### src/rtl/ro_freq_counter.sv
// Ring-oscillator frequency counter: enables the sensor cell, waits for it to settle, and then
// counts the synchronised rising edges of ro_clk over a programmable window of clk cycles.
module ro_freq_counter #(
    parameter int unsigned CNT_W         = 32,
    parameter int unsigned GATE_W        = 24,
    parameter int unsigned SETTLE_CYCLES = 16,
    parameter int unsigned SYNC_STAGES   = 2
) (
    input  logic              clk,
    input  logic              rst,
    input  logic              start,
    input  logic              abort,
    input  logic [GATE_W-1:0] gate_cycles,
    output logic              ro_en,
    input  logic              ro_clk,
    output logic              busy,
    output logic              done,
    output logic [CNT_W-1:0]  count,
    output logic              overflow
);

    localparam int unsigned SET_W = (SETTLE_CYCLES > 1) ? $clog2(SETTLE_CYCLES) : 1;

    typedef enum logic [1:0] {
        S_IDLE,
        S_SETTLE,
        S_MEASURE,
        S_DONE
    } state_t;

    state_t                 state;
    logic [SYNC_STAGES-1:0] sync;
    logic                   prev;
    logic                   rise;
    logic [SET_W-1:0]       settle_cnt;
    logic [GATE_W-1:0]      gate_cnt;
    logic [CNT_W-1:0]       edge_cnt;
    logic                   ovf;
    logic [CNT_W-1:0]       edge_nxt;
    logic                   ovf_nxt;

    // The synchroniser and the edge history keep running in every state.
    always_ff @(posedge clk or posedge rst) begin
        if (rst) begin
            sync <= '0;
            prev <= 1'b0;
        end else begin
            sync <= {sync[SYNC_STAGES-2:0], ro_clk};
            prev <= sync[SYNC_STAGES-1];
        end
    end

    assign rise = sync[SYNC_STAGES-1] & ~prev;

    // The edge counter stops at all-ones. The sticky ovf bit records that it saturated.
    always_comb begin
        edge_nxt = edge_cnt;
        ovf_nxt  = ovf;
        if (rise) begin
            if (&edge_cnt) begin
                ovf_nxt = 1'b1;
            end else begin
                edge_nxt = edge_cnt + CNT_W'(1);
            end
        end
    end

    always_ff @(posedge clk or posedge rst) begin
        if (rst) begin
            state      <= S_IDLE;
            settle_cnt <= '0;
            gate_cnt   <= '0;
            edge_cnt   <= '0;
            ovf        <= 1'b0;
            ro_en      <= 1'b0;
            busy       <= 1'b0;
            done       <= 1'b0;
            count      <= '0;
            overflow   <= 1'b0;
        end else begin
            done <= 1'b0;
            case (state)
                S_IDLE: begin
                    if (start) begin
                        if (gate_cycles != '0) begin
                            gate_cnt   <= gate_cycles - GATE_W'(1);
                            settle_cnt <= SET_W'(SETTLE_CYCLES - 1);
                            ro_en      <= 1'b1;
                            busy       <= 1'b1;
                            state      <= S_SETTLE;
                        end else begin
                            count    <= '0;
                            overflow <= 1'b0;
                            done     <= 1'b1;
                            state    <= S_DONE;
                        end
                    end
                end
                S_SETTLE: begin
                    if (abort) begin
                        ro_en <= 1'b0;
                        busy  <= 1'b0;
                        state <= S_IDLE;
                    end else if (settle_cnt == '0) begin
                        edge_cnt <= '0;
                        ovf      <= 1'b0;
                        state    <= S_MEASURE;
                    end else begin
                        settle_cnt <= settle_cnt - SET_W'(1);
                    end
                end
                S_MEASURE: begin
                    if (abort) begin
                        ro_en <= 1'b0;
                        busy  <= 1'b0;
                        state <= S_IDLE;
                    end else begin
                        edge_cnt <= edge_nxt;
                        ovf      <= ovf_nxt;
                        // The last sampled cycle still counts its own edge.
                        if (gate_cnt == '0) begin
                            count    <= edge_nxt;
                            overflow <= ovf_nxt;
                            done     <= 1'b1;
                            ro_en    <= 1'b0;
                            busy     <= 1'b0;
                            state    <= S_DONE;
                        end else begin
                            gate_cnt <= gate_cnt - GATE_W'(1);
                        end
                    end
                end
                S_DONE: begin
                    state <= S_IDLE;
                end
                default: begin
                    state <= S_IDLE;
                end
            endcase
        end
    end

endmodule

### config.mk
export PLATFORM = sky130hd
export DESIGN_NAME = ro_freq_counter
export DESIGN_NICKNAME = d
export VERILOG_FILES = /design/src/rtl/ro_freq_counter.sv
export SDC_FILE = /design/constraint.sdc
export NUM_CORES = 1
export LEC_CHECK = 0
export CAP_MARGIN = 20
export CELL_PAD_IN_SITES_DETAIL_PLACEMENT = 0
export CELL_PAD_IN_SITES_GLOBAL_PLACEMENT = 1
export CORE_ASPECT_RATIO = 1.4
export CORE_MARGIN = 10
export CORE_UTILIZATION = 40
export CTS_CLUSTER_DIAMETER = 80
export CTS_CLUSTER_SIZE = 8
export DETAILED_ROUTE_END_ITERATION = 12
export GPL_TIMING_DRIVEN = 0
export PLACE_DENSITY_LB_ADDON = 0.1
export SKIP_CTS_REPAIR_TIMING = 1
export SLEW_MARGIN = 20
export SYNTH_ARGS = -nofsm -noshare
export SYNTH_HDL_FRONTEND = slang
export SYNTH_SLANG_ARGS = --single-unit
### constraint.sdc
create_clock -name clk -period 3.84 [get_ports clk]
set_input_delay 1.152 -clock clk [delete_from_list [all_inputs] [get_ports clk]]
set_output_delay 1.152 -clock clk [all_outputs]
set_load 0.02 [all_outputs]
### After elaboration in Yosys (flattened, before gate mapping)

Cells that the tools add are included.

| word-level totals | value |
|---|---|
| ROM bits | 0 |
| bits in writable memories | 0 |
| bits in latches | 0 |
| bits in registers | 101 |
| memories kept | 0 |
| output and inout port bits | 36 |

| operators by class | value |
|---|---|
| reductions and logical operators | 15 |
| $add $sub $neg | 4 |
| multiply operators | 0 |
| shift operators | 0 |
| eq/ne operators | 15 |
| magnitude comparators | 0 |
| mux-type cells | 50 |
| div/mod/pow operators | 0 |
| bitwise operators | 2 |

Operators by type and width:

| kind | number |
|---|---|
| $mux 32 | 9 |
| $pmux 32 s2 | 2 |
| $mux 24 | 4 |
| $pmux 24 s2 | 1 |
| $sub 24x1->24 const B | 2 |
| $add 32x1->32 const B | 1 |
| $reduce_and 32->1 | 1 |
| $logic_not 24->1 | 1 |
| $reduce_bool 24->1 | 1 |
| $ne 2x2->1 const B | 10 |
| $reduce_and 5->1 | 4 |
| $mux 1 | 18 |
| $mux 4 | 4 |
| $mux 2 | 6 |
| $pmux 2 s4 | 1 |
| $pmux 4 s2 | 1 |
| $ne 3x3->1 const B | 2 |
| $pmux 1 s2 | 3 |
| $reduce_bool 2->1 | 3 |
| $eq 2x2->1 const B | 2 |
| $logic_not 4->1 | 1 |
| $reduce_and 4->1 | 1 |
| $sub 4x1->4 const B | 1 |
| $pmux 1 s3 | 1 |
| 6 further kinds | 6 |

### Depth between registers and ports, before layout

| logic depth | value |
|---|---|
| word-level depth | 6 |
| depth in mapped cells | 16 |

### Worst setup path before layout

Ideal clock, no wire load.

| timing path | value |
|---|---|
| kind | register to register |
| start | register state[0] |
| end | register gate_cnt[12] |
| slack | 0.241 ns |
| setup time | 0.121 ns |
| required time | 3.719 ns |
| stages on the path, launching flop included | 17 |
| arrival time | 3.478 ns |
| path buffers | 7 |
| path through | dfrtp_1 inv_1 ha_1 buf_6 buf_6 clkbuf_8 clkbuf_1 clkbuf_1 buf_1 mux2i_1 ha_1 o2111ai_1 or2_1 clkbuf_1 o311ai_1 o31ai_1 a22o_1 |

| between the ends | value |
|---|---|
| word-level cells in the longest chain between the ends | 3 |

Ends and longest elaborated chain:

| element | RTL line | text |
|---|---|---|
| start: declaration | 31 | `state_t state;` |
| start signal: assignment | 70 | `state <= S_IDLE;` |
| start signal: assignment | 90 | `state <= S_SETTLE;` |
| start signal: assignment | 95 | `state <= S_DONE;` |
| $eq 2x2->1 or $logic_not 2->1 (tied branches) | 82 | `case (state)` |
| $ne 2x2->1 (no line) or $reduce_bool 2->1 (tied branches) | n/a |  |
| $reduce_and 5->1 (no line) | n/a |  |
| end signal: assignment | 86 | `gate_cnt <= gate_cycles - GATE_W'(1);` |
| end signal: assignment | 129 | `gate_cnt <= gate_cnt - GATE_W'(1);` |
| end: declaration | 36 | `logic [GATE_W-1:0] gate_cnt;` |

Several ways; a longest one is shown, not always the timed one.
A chain may end at the register's enable or synchronous reset.

### Worst setup path after layout

| timing path | value |
|---|---|
| start | register state[0] |
| end | register gate_cnt[22] |

The elaborated chain is that of the path after synthesis.

==> parameters.txt <==
Parameter                              Value

Clocking
  Root buf cell ... sky130_fd_sc_hd__clkbuf_16
  Clock-pin transition on the worst setup and hold timing paths ... 0.07 ns
  Clock tree from TritonCTS ... done
  Clk buf depth ... 2
  Number of clock buffers inserted by TritonCTS ... 9
  H-tree lvl count ... 3
  Clock sinks ... 101
  Clock insertion delay at the later pin of the skew report ... 0.35 ns

Min path
  Worst min path class ... flip-flop to flip-flop
  Worst hold path depth ... 0

Floorplan
  Horizontal die dimension ... 128 um
  Core Rows ... 55
  Die Span Y ... 171 um
  Initial core utilization ... 0.406
  Number of placed I/O pins ... 65
  Die Area ... 0.0219 mm^2
  Core region area ... 0.0161 mm^2

Route
  Met2 wire length ... 10700 um
  Via Count ... 6033
  DR iter-0 viols ... 506
  Routed wire length ... 19900 um
  Met3 WL post-DR ... 857 um
  Uppermost layer routed ... met4
  Number of remaining DRC errors ... 0
  Remaining antenna violation count ... 0
  Drt first pass iters ... 5
  Detailed-route wire length per cell ... 19.3 um
  Vias per inst ... 5.82
  Routed length on met1 ... 7860 um

Job
  Max-cap violation count ... 0

Place
  Port Buffers ... 64
  Cells after DPL ... 1023
  DP HPWL ... 15100 um
  Global placement routability congestion ... 0.882

Worst setup path
  Cell breakdown of the critical path ... inv_1, ha_1, buf_6, buf_6, clkbuf_4, clkbuf_4, mux2i_1, ha_2, nand3_1, nor4_4, buf_4, o211ai_2, a211oi_2, a2bb2oi_1
  Worst Path Max Fanout ... 28
  Master of the slowest instance on the critical path ... sky130_fd_sc_hd__dfrtp_1
  Depth of the worst register-to-register path ... 14
  Arrival time of data at the critical path endpoint ... 3.83 ns
  Crit. End Element ... flip-flop
  Critical setup path kind ... flip-flop to flip-flop
  Critical Path Max Stage Delay ... 0.42 ns
  Worst Path Buf+Inv ... 6
  Required time of the worst setup path ... 4.11 ns
  Number of logic stages on the critical path including buffering ... 14
  Sort of element at the start of the critical path ... flip-flop
  Top delay family on crit path ... buffers and inverters

STA
  Relative slew slack ... 0.453
  Slew at the pin closest to its max-slew limit ... 0.814 ns
  Number of max-slew violations in the final report ... 0
  Post-route clock period utilization ... 0.926
  Hold Fails Final Rpt ... 0
  Unrepaired setup endpoints after global routing ... no
  Post-route minimum period ... 3.56 ns
  Fmax achieved ... 281 MHz
  Clock Skews ... 0.00976 ns
  Setup-violating endpoint count in the final report ... 0

Pwr
  Max IR drop VDD ... 0.280 mV
  Power per cell area ... 537 mW/mm^2
  Power consumption ... 4.20 mW
  Static power due to leakage ... 3.15 nW

GRT
  Number of global-route vias before repair ... 6040
  Number of antenna violations at the first check in global routing ... 0
  Sum of overflow across all layers after global routing ... 0
  Total GRT Usage ... 0.185
  Maximum number of pins on one net before global-route repair ... 66
  Global-route wire length before repair ... 32400 um

Final layout
  Number of inserted diodes ... 0
  Share of final-layout standard cells stronger than drive strength 1 ... 0.0932
  Final layout net count ... 869
  Area growth from synthesis to final layout ... 19.8%
  Leading cell type in the layout, fill and taps excluded ... sky130_fd_sc_hd__dfrtp_1
  Non-filler instance count after layout ... 1036
  Most frequent cells in the layout ... 101 x sky130_fd_sc_hd__dfrtp_1, 98 x sky130_fd_sc_hd__nand2_1, 72 x sky130_fd_sc_hd__o21ai_0, 70 x sky130_fd_sc_hd__nor2_1, 64 x sky130_fd_sc_hd__clkdlybuf4s50_1
  Final core utilization ... 0.486

Logic synthesis
  Post-synthesis cell type with the largest combined area ... sky130_fd_sc_hd__dfrtp_1
  Fraction of registers with async set/reset ... 1.00
  Synthesized net count ... 795
  Seq/Total Area, Yosys ... 0.387
  Count of mapped cells out of synthesis ... 759
  Number of synthesized register bits ... 101
  Main synth FF type ... sky130_fd_sc_hd__dfrtp_1
  Area contributors post-synth ... sky130_fd_sc_hd__dfrtp_1 39%, sky130_fd_sc_hd__mux2i_1 6.3%, sky130_fd_sc_hd__nand2_1 5.7%, sky130_fd_sc_hd__o21ai_0 5.5%, sky130_fd_sc_hd__nor2_1 4.0%
  Fraction of synthesized cell area taken by the top area cell type ... 0.387
  Mapped cell area ... 0.00654 mm^2
  Number of enable-type register cells in the synthesized netlist ... 0
  YS warnings ... 0
  Mapped Avg Cell Area ... 8.61 um^2
  Number of distinct library cells after synthesis ... 80

Run status
  Run status ... completed
## cell usage after synthesis, types with 7 or more instances
cell type and instances:
sky130_fd_sc_hd__and3_1 14, sky130_fd_sc_hd__a21oi_1 30, sky130_fd_sc_hd__xor2_1 15, sky130_fd_sc_hd__clkbuf_1 22, sky130_fd_sc_hd__ha_1 7, sky130_fd_sc_hd__nor3b_1 7
sky130_fd_sc_hd__nand3_1 25, sky130_fd_sc_hd__dfrtp_1 101, sky130_fd_sc_hd__o31ai_1 14, sky130_fd_sc_hd__nand4_1 11, sky130_fd_sc_hd__inv_1 19, sky130_fd_sc_hd__nor3_1 19
sky130_fd_sc_hd__nor2b_1 10, sky130_fd_sc_hd__nand2_1 100, sky130_fd_sc_hd__o211ai_1 7, sky130_fd_sc_hd__nor4_1 23, sky130_fd_sc_hd__nor2_1 70, sky130_fd_sc_hd__xnor2_1 15
sky130_fd_sc_hd__and4_1 9, sky130_fd_sc_hd__mux2i_1 41, sky130_fd_sc_hd__o22ai_1 11, sky130_fd_sc_hd__o21ai_0 72
## power by group
part	leakage [nW]	switching [mW]	internal, mW
clock	0.152	0.434	0.569
sequential	1.29	0.305	1.31
combinational	1.71	0.997	0.592
total	3.15	1.74	2.47
## per-stage QoR
step	TNS [ns]	setup slack (ns)	hold WS (ns)	cell area, um^2
floorplan	0	0.0409	0.331	6540
global placement	-193.44	-1.80	0.335	7430
detailed placement	-14.82	-1.16	0.350	7460
CTS	-10.00	-1.19	0.368	7770
global route	0	0.0354	0.369	7830
finish	0	0.283	0.374	7830
## state kept, by name (all words and copies together), names as in the netlist
name,cells
edge_cnt,32
busy,1
prev,1
overflow,1
gate_cnt,24
sync,2
count,32
done,1
settle_cnt,4
ovf,1
state,2
## worst reg2reg max path: stages, from the launching register on
cell and delay [ns]:
sky130_fd_sc_hd__dfrtp_1 0.42, sky130_fd_sc_hd__inv_1 0.10, sky130_fd_sc_hd__ha_1 0.23, sky130_fd_sc_hd__buf_6 0.18, sky130_fd_sc_hd__buf_6 0.27, sky130_fd_sc_hd__clkbuf_4 0.31
sky130_fd_sc_hd__clkbuf_4 0.28, sky130_fd_sc_hd__mux2i_1 0.22, sky130_fd_sc_hd__ha_2 0.27, sky130_fd_sc_hd__nand3_1 0.18, sky130_fd_sc_hd__nor4_4 0.23, sky130_fd_sc_hd__buf_4 0.21
sky130_fd_sc_hd__o211ai_2 0.13, sky130_fd_sc_hd__a211oi_2 0.24, sky130_fd_sc_hd__a2bb2oi_1 0.20
## cells by family after synthesis
kind of cell | after synthesis | share of synthesized area
and+or+nand+nor | 335 | 0.268
AOI/OAI and AO/OA | 181 | 0.176
DFF | 101 | 0.387
buffers and inverters | 59 | 0.0444
muxes | 46 | 0.0714
xor gates and xnor gates | 30 | 0.0402
adders and majority gates | 7 | 0.0134
## metal layers
metal  global-route usage  vias to the layer above
met4               0.0746                        0
met3               0.0302                       31
met2                0.344                      149
met5                    0                        -
met1                0.201                     2927
li1                     -                     2926
## worst paths after layout
path                           from            to  slack, ns
max in group asynchronous       rst  gate_cnt[18]       2.00
min in group asynchronous       rst  edge_cnt[10]       1.16
hold reg to reg             sync[0]       sync[1]       0.37
setup / recovery           state[0]  gate_cnt[22]       0.28
hold / removal              sync[0]       sync[1]       0.37
setup reg to reg           state[0]  gate_cnt[22]       0.28
## area by class of cell
cell class	count	area [um^2]
inverters	19	76.3
clock buffers	9	225
repair buffers	66	676
flip-flops and latches	101	2530
clock inverters	6	86.3
multi-input cells	599	3780
well taps	199	249
fillers	1576	8270
plain buffers	37	211
(Power assumes the default switching activity.)
